$ cat src/rtl/if_stage_pkg.sv
// Shared pipeline definitions for the fetch stage: widths, reset constants, FSM codes, IF/ID bundle.
// Latency: n/a (types and constants only).
// Backpressure: n/a.
package if_stage_pkg;

  localparam int          P_XLEN     = 32;
  localparam logic [31:0] P_RESET_PC = 32'h0000_0000;
  localparam logic [31:0] P_NOP_INST = 32'h0000_0013;  // addi x0,x0,0

  // Fetch FSM encodings
  localparam logic [1:0] ST_RUN        = 2'd0;
  localparam logic [1:0] ST_WAIT       = 2'd1;
  localparam logic [1:0] ST_REDIR_WAIT = 2'd2;

  typedef struct packed {
    logic [P_XLEN-1:0] pc;
    logic [P_XLEN-1:0] pc_plus4;
    logic [31:0]       inst;
    logic              valid;
  } if_id_t;

  // Clear the two low bits of a redirect target
  function automatic logic [P_XLEN-1:0] align4(input logic [P_XLEN-1:0] a);
    return {a[P_XLEN-1:2], 2'b00};
  endfunction

endpackage

$ cat src/rtl/if_stage_if_id_reg.sv
// IF/ID pipeline register with flush (bubble), load and implicit hold.
// Latency: one cycle from i_load to outputs.
// Backpressure: holds contents whenever neither i_load nor i_flush is asserted; flush wins over load.
module if_id_reg
  import if_stage_pkg::*;
#(
  parameter logic [31:0] NOP_INST = P_NOP_INST
) (
  input  logic              clk,
  input  logic              reset_n,
  input  logic              i_load,
  input  logic              i_flush,
  input  logic [P_XLEN-1:0] i_pc,
  input  logic [31:0]       i_inst,
  output logic [P_XLEN-1:0] o_pc,
  output logic [P_XLEN-1:0] o_pc_plus4,
  output logic [31:0]       o_inst,
  output logic              o_valid
);

  if_id_t r_ifid;

  // Register update: reset to a bubble, flush inserts a bubble, load captures a fetched word
  always_ff @(posedge clk) begin
    if (!reset_n) begin
      r_ifid.pc       <= '0;
      r_ifid.pc_plus4 <= P_XLEN'(4);
      r_ifid.inst     <= NOP_INST;
      r_ifid.valid    <= 1'b0;
    end else if (i_flush) begin
      // pc fields are left alone; they carry no meaning while valid is low
      r_ifid.inst     <= NOP_INST;
      r_ifid.valid    <= 1'b0;
    end else if (i_load) begin
      r_ifid.pc       <= i_pc;
      r_ifid.pc_plus4 <= i_pc + P_XLEN'(4);
      r_ifid.inst     <= i_inst;
      r_ifid.valid    <= 1'b1;
    end
  end

  assign o_pc       = r_ifid.pc;
  assign o_pc_plus4 = r_ifid.pc_plus4;
  assign o_inst     = r_ifid.inst;
  assign o_valid    = r_ifid.valid;

endmodule

$ cat src/rtl/if_stage.sv
// Instruction fetch: PC, next-PC select, imem handshake, IF/ID register. Optional MISALIGN_CHECK_EN adds inst_misaligned.
// Latency: one cycle from accepted fetch (imem_req & imem_ready) to valid_id.
// Backpressure: imem_ready=0 holds imem_addr; Load_hazard holds PC and IF/ID; a redirect during a wait is deferred until the fetch completes.
module if_stage
  import if_stage_pkg::*;
#(
  parameter int               XLEN     = P_XLEN,
  parameter logic [XLEN-1:0]  RESET_PC = P_RESET_PC,
  parameter logic [31:0]      NOP_INST = P_NOP_INST
) (
  input  logic            clk,
  input  logic            reset_n,
  input  logic            Load_hazard,
  input  logic            Branch_hazard,
  input  logic [XLEN-1:0] branch_target_exe,
  output logic            imem_req,
  output logic [XLEN-1:0] imem_addr,
  input  logic            imem_ready,
  input  logic [31:0]     imem_rdata,
  output logic [XLEN-1:0] pc_id,
  output logic [XLEN-1:0] pc_plus4_id,
  output logic [31:0]     inst_id,
  output logic            valid_id,
`ifdef MISALIGN_CHECK_EN
  output logic            inst_misaligned,
`endif
  output logic            flush_ex
);

  logic [XLEN-1:0] r_pc;
  logic [XLEN-1:0] r_tgt;
  logic [1:0]      r_state;

  logic [XLEN-1:0] w_pc_nxt;
  logic [XLEN-1:0] w_tgt_nxt;
  logic [1:0]      w_state_nxt;
  logic            w_id_load;
  logic            w_id_flush;
  logic            w_redir;
  logic [XLEN-1:0] w_redir_tgt;
  logic [XLEN-1:0] w_redir_pc;

  assign imem_req  = reset_n;
  assign imem_addr = r_pc;
  assign flush_ex  = Branch_hazard | Load_hazard;

  // Next-state and next-PC selection; branch beats load stall, and REDIR_WAIT ignores load stalls
  always_comb begin
    w_pc_nxt    = r_pc;
    w_tgt_nxt   = r_tgt;
    w_state_nxt = r_state;
    w_id_load   = 1'b0;
    w_id_flush  = 1'b0;
    w_redir     = 1'b0;
    w_redir_tgt = branch_target_exe;

    case (r_state)
      ST_REDIR_WAIT: begin
        // ID already holds a bubble; keep it and keep the address until the old fetch retires
        if (Branch_hazard) begin
          w_tgt_nxt = branch_target_exe;
        end
        if (imem_ready) begin
          w_redir     = 1'b1;
          w_redir_tgt = Branch_hazard ? branch_target_exe : r_tgt;
          w_state_nxt = ST_RUN;
        end
      end
      default: begin
        // RUN and WAIT share rules; any completed fetch or redirect returns to RUN
        if (Branch_hazard) begin
          w_id_flush = 1'b1;
          if (imem_ready) begin
            w_redir     = 1'b1;
            w_state_nxt = ST_RUN;
          end else begin
            w_tgt_nxt   = branch_target_exe;
            w_state_nxt = ST_REDIR_WAIT;
          end
        end else if (Load_hazard) begin
          // word fetched this cycle (if any) is discarded and re-fetched
          w_state_nxt = r_state;
        end else if (imem_ready) begin
          w_id_load   = 1'b1;
          w_pc_nxt    = r_pc + XLEN'(4);
          w_state_nxt = ST_RUN;
        end else begin
          w_id_flush  = 1'b1;
          w_state_nxt = ST_WAIT;
        end
      end
    endcase

`ifdef MISALIGN_CHECK_EN
    w_redir_pc = align4(w_redir_tgt);
`else
    w_redir_pc = w_redir_tgt;
`endif
    if (w_redir) begin
      w_pc_nxt = w_redir_pc;
    end
  end

  // PC, pending redirect target and FSM state
  always_ff @(posedge clk) begin
    if (!reset_n) begin
      r_pc    <= RESET_PC;
      r_tgt   <= '0;
      r_state <= ST_RUN;
    end else begin
      r_pc    <= w_pc_nxt;
      r_tgt   <= w_tgt_nxt;
      r_state <= w_state_nxt;
    end
  end

`ifdef MISALIGN_CHECK_EN
  logic r_misaligned;

  // Flag set by a redirect to an unaligned target, cleared by the next instruction that enters ID
  always_ff @(posedge clk) begin
    if (!reset_n) begin
      r_misaligned <= 1'b0;
    end else if (w_redir) begin
      r_misaligned <= |w_redir_tgt[1:0];
    end else if (w_id_load) begin
      r_misaligned <= 1'b0;
    end
  end

  assign inst_misaligned = r_misaligned;
`endif

  if_id_reg #(
    .NOP_INST (NOP_INST)
  ) u_if_id_reg (
    .clk        (clk),
    .reset_n    (reset_n),
    .i_load     (w_id_load),
    .i_flush    (w_id_flush),
    .i_pc       (r_pc),
    .i_inst     (imem_rdata),
    .o_pc       (pc_id),
    .o_pc_plus4 (pc_plus4_id),
    .o_inst     (inst_id),
    .o_valid    (valid_id)
  );

endmodule

$ cat config.mk
export PLATFORM = sky130hd
export DESIGN_NAME = if_stage
export DESIGN_NICKNAME = d
export VERILOG_FILES = /design/src/rtl/if_stage_pkg.sv /design/src/rtl/if_stage_if_id_reg.sv /design/src/rtl/if_stage.sv
export SDC_FILE = /design/constraint.sdc
export NUM_CORES = 1
export LEC_CHECK = 0
export ABC_AREA = 1
export CAP_MARGIN = 20
export CORE_ASPECT_RATIO = 0.75
export CORE_MARGIN = 2
export CORE_UTILIZATION = 46
export DETAILED_ROUTE_END_ITERATION = 8
export GPL_TIMING_DRIVEN = 0
export PLACE_DENSITY_LB_ADDON = 0.12
export SYNTH_ARGS = -nofsm -noshare
export SYNTH_HDL_FRONTEND = slang
export SYNTH_SLANG_ARGS = --single-unit
$ cat constraint.sdc
create_clock -name clk -period 1.95 [get_ports clk]
set_input_delay 0.39 -clock clk [delete_from_list [all_inputs] [get_ports clk]]
set_output_delay 0.39 -clock clk [all_outputs]
set_load 0.1 [all_outputs]
=== Word-level counts from Yosys, hierarchy flattened ===
Cells that the tools add are included.

* Bitwise logic cells: 3
* Add/sub/neg operators: 1
* Reductions and logical operators: 7
* Mux-type cells: 27
* Eq/ne operators: 7

{| class="wikitable"
|+ Operators with widths
! cell !! count
|-
| $mux 32 || 11
|-
| $add 32x3->32 const B || 1
|-
| $mux 1 || 11
|-
| $mux 2 || 5
|-
| $ne 2x1->1 const B || 3
|-
| $reduce_and 2->1 || 3
|-
| $ne 2x2->1 const B || 2
|-
| $reduce_and 4->1 || 1
|-
| $reduce_bool 2->1 || 2
|-
| $ne 3x1->1 const B || 1
|-
| $eq 2x2->1 const B || 1
|-
| $not 1->1 || 2
|-
| $reduce_or 2->1 || 1
|-
| $or 1x1->1 || 1
|}

* Output and inout port bits: 131
* Register bits: 163
* Input bits: 69
* Logic and storage cells: 52

=== Logic depth before layout (Yosys ltp) ===
* Word-level depth: 6
* Gate-level depth with buffers: 11

=== By module ===
From an unflattened synthesis, not the netlist that was laid out.

* Cells, all modules: 1,357
* Area total of the unflattened synthesis: 8,715.9 um^2

{| class="wikitable"
|+ By module, submodules not included
! module !! sequential area each (um^2) !! cells an instance !! area each (um^2) !! instances
|-
| if_stage || 1,321.3 || 725 || 4,424.2 || 1
|-
| if_id_reg || 1,901.8 || 632 || 4,291.6 || 1
|}

=== Worst setup path before layout ===
No wires, ideal clock.

* Kind: reg-to-reg
* Start point: register r_pc[3], in the netlist imem_addr[3]
* End point: register u_if_id_reg.r_ifid, in the netlist u_if_id_reg.o_pc_plus4[20]
* Path buffers: 0
* Period minus slack after synthesis: 2,336 ps
* Data arrival time: 2,218 ps
* Cell stages (with the launch flop): 9
* Setup slack: -386 ps
* Cell sequence: dfxtp_1 ha_1 nand3_1 nor2_1 nand2_1 o21ai_0 nand3_1 o211ai_1 inv_1

* Longest elaborated chain between the ends: 1

{| class="wikitable"
|+ RTL lines
! what !! RTL line !! source
|-
| start: declaration || if_stage.sv:30 || <nowiki>logic [XLEN-1:0] r_pc;</nowiki>
|-
| start signal: assignment || if_stage.sv:111 || <nowiki>r_pc <= w_pc_nxt;</nowiki>
|-
| $add 32x3->32 || if_stage_if_id_reg.sv:36 || <nowiki>r_ifid.pc_plus4 <= i_pc + P_XLEN'(4);</nowiki>
|-
| end: declaration || if_stage_if_id_reg.sv:21 || <nowiki>if_id_t r_ifid;</nowiki>
|}

No other way between the ends.
A chain may end at the register's enable or synchronous reset.

=== Worst setup path in the final report ===
* Start point: register r_pc[27], in the netlist imem_addr[27]
* End point: output port imem_addr[27]

{| class="wikitable"
|+ RTL lines
! what !! RTL line !! source
|-
| end: declaration || if_stage.sv:17 || <nowiki>output logic [XLEN-1:0] imem_addr,</nowiki>
|}

No word-level cell between the ends.

==> results.cfg <==
[run_status]
status = finished, final reports clean

[setup_path]
required_ns = 1.56
crit_path_end_kind = output pin
critical_path_class = reg -> out
crit_start = imem_addr[27]
crit_buf_inv = 1
path_max_fanout = 6
path_delay_family = buffers and inverters
max_stage_delay_ns = 0.61
crit_path_start_kind = flip-flop
cp_data_arrival_time_ns = 1.51
cp_slowest_cell = clkdlybuf4s15_2
path_cells = clkdlybuf4s15_2
r2r_start = imem_addr[3]

[placed_design]
finalWeightedCongestion = 0.948
pre_cts_ws_ns = -0.694
dp_hpwl_mm = 20.2
numPortBuffers = 198

[sta]
final-setup-viol-count = 0
relSlewSlack_pct = 57.3
period_minus_slack_ns = 1.90
finalHoldViolCount = 0
fin_crit_sh_pct = 97.4
layout_setup_ws_ns = 0.0506
fmax_mhz = 526
clock_skew_ns = 0.00922
drv_slew = 0
finalSetupTns_ns = 0
worst_pin_slew_ns = 0.641

[hold_path]
hold_path_class = in -> reg
holdCritStartpoint = Branch_hazard

[clock_network]
clk_pin_slew_ns = 0.06
clockBufferDepth = 2
numCtsBuffers = 17
clock-sinks = 161
clkLatencyLatePin_ns = 0.44
postCtsHoldBufs = 0
cts-root-buf = clkbuf_16
cts_max_level = 4
cts_tree = yes

[route]
ant_nets = 0
vias_per_cell = 5.39
wire_per_inst_um = 17.4
dr_total_vias = 8466
firstDrtPassIters = 5
wirelength_mm = 27.3
initialDrtViolationCount = 839
drc = 0

[global_route]
grt-ovfl-total = 0
grt_pass1_wl_mm = 42.3
grt_start_max_net_pins = 17
track_usage_pct = 30.6
antenna_found_initial = 0
grt_pass1_vias = 7705

[yosys]
avgSynthCellArea_sq_um = 6.89
postSynthCellCount = 1125
synth.yosys.seq_area_share_pct = 41.6
ys_ff_latch = 161
synth-edff-count = 0
yosys_warnings = 0
syn_area_sq_um = 7750
ys_types = 36
synth_ff_type = dfxtp_1
syn_nets = 1195
async_reset_ff_share_pct = 0

[power_and_ir_drop]
leakage_nw = 4.84
p_per_area_nw_per_um2 = 885
power_mw = 9.72
vdd_drop_max_mv = 0.637

[floorplan]
die_h_um = 116
chipWidth_um = 154
core_area_sq_um = 16700
start_util_pct = 46.5
die_area_sq_um = 17900
rows = 41
ios = 200

[finish]
diodes = 0
syn2layout_area_growth_pct = 41.7
drive_gt1_share_pct = 19.2
final_nets = 1414

[run]
drv_cap = 0
flip-flops by register name, summed over array words and instances, names as in the netlist:
signal	count
imem_addr	32
r_state	2
r_tgt	32
u_if_id_reg.o_inst	32
u_if_id_reg.o_pc	32
u_if_id_reg.o_pc_plus4	30
u_if_id_reg.o_valid	1
cells in the final DEF, fill, tap and decap left out, drive strengths merged, types with 4 or more instances in the layout:
cell type and count:
o221ai 30, inv 136, bufinv 5, nor2 158, o21a 7, nand3 57
o211ai 24, nand2 221, clkdlybuf4s15 128, clkinv 6, dfxtp 161, nand3b 5
clkdlybuf4s50 66, buf 42, a31oi 6, o21bai 11, clkbuf 57, xor2 10
o21ai 163, a21oi 46, xnor2 4
where the power goes:
part,internal [mW],switching [mW]
registers,3.48,0.166
clock network,2.35,1.45
logic,0.589,1.69
total,6.41,3.31
kinds of logic after synthesis:
logic type / after synthesis / synth area share [%]
simple gates: 447 / 23.6
fa+ha+maj: 1 / 0.161
flops: 161 / 41.6
xor+xnor: 14 / 1.58
compound gates: 291 / 22.0
buf+inv: 211 / 11.0
synth_stat cells (all sizes together) (11+ instances only):
master,number,share of area (%)
clkbuf,33,1.6
a21oi,46,3.0
o211ai,24,2.3
inv,136,6.6
o21bai,11,1.1
o21ai,163,11
buf,42,2.8
nor2,158,8.1
nand3,57,3.7
o221ai,30,3.4
dfxtp,161,42
nand2,221,11
final cells by class:
| class | instances | area, sq um |
|---|---|---|
| Buffer | 74 | 419 |
| Clock buffer | 19 | 453 |
| Clock inverter | 13 | 208 |
| Fill cell | 1498 | 5690 |
| Inverter | 136 | 514 |
| Multi-Input combinational cell | 753 | 3700 |
| Sequential cell | 161 | 3250 |
| Tap cell | 215 | 269 |
| Timing Repair Buffer | 201 | 2170 |
layer usage:
layer	track usage [%]	vias to the layer above	part of all wire, %
met1	42.6	3904	43
met4	8.41	0	1.7
met2	47.5	421	45
met5	0	-	0
met3	8.05	32	11
li1	-	4109	-
timing repair:
action,4_1_cts,5_1_grt
setup buffers,3,0
pin swaps,2,0
setup endpoints to repair,179,61
gates resized for setup,397,33
per-stage QoR:
stage / hold slack [ns] / utilization (%) / std cells / instance area [sq um]
2_1_floorplan: 0.451 / - / 1125 / 7840
3_3_place_gp: 0.431 / 60.5 / 1538 / 10100
3_5_place_dp: 0.438 / 60.5 / 1538 / 10100
4_1_cts: 0.281 / 65.7 / 1573 / 10900
5_1_grt: 0.355 / 65.9 / 1572 / 11000
6_report: 0.328 / 65.9 / 1572 / 11000
path summary, 6_finish.rpt:
| path | cells past startpoint | end | slack [ns] |
|---|---|---|---|
| worst min-delay path | 4 | r_state[0] | 0.33 |
| worst max register to register | 8 | u_if_id_reg.o_pc_plus4[24] | 0.16 |
| worst max-delay path | 1 | imem_addr[27] | 0.05 |
| worst min register to register | 2 | u_if_id_reg.o_inst[1] | 0.46 |
Note: power is estimated with default switching activity, not from simulation.
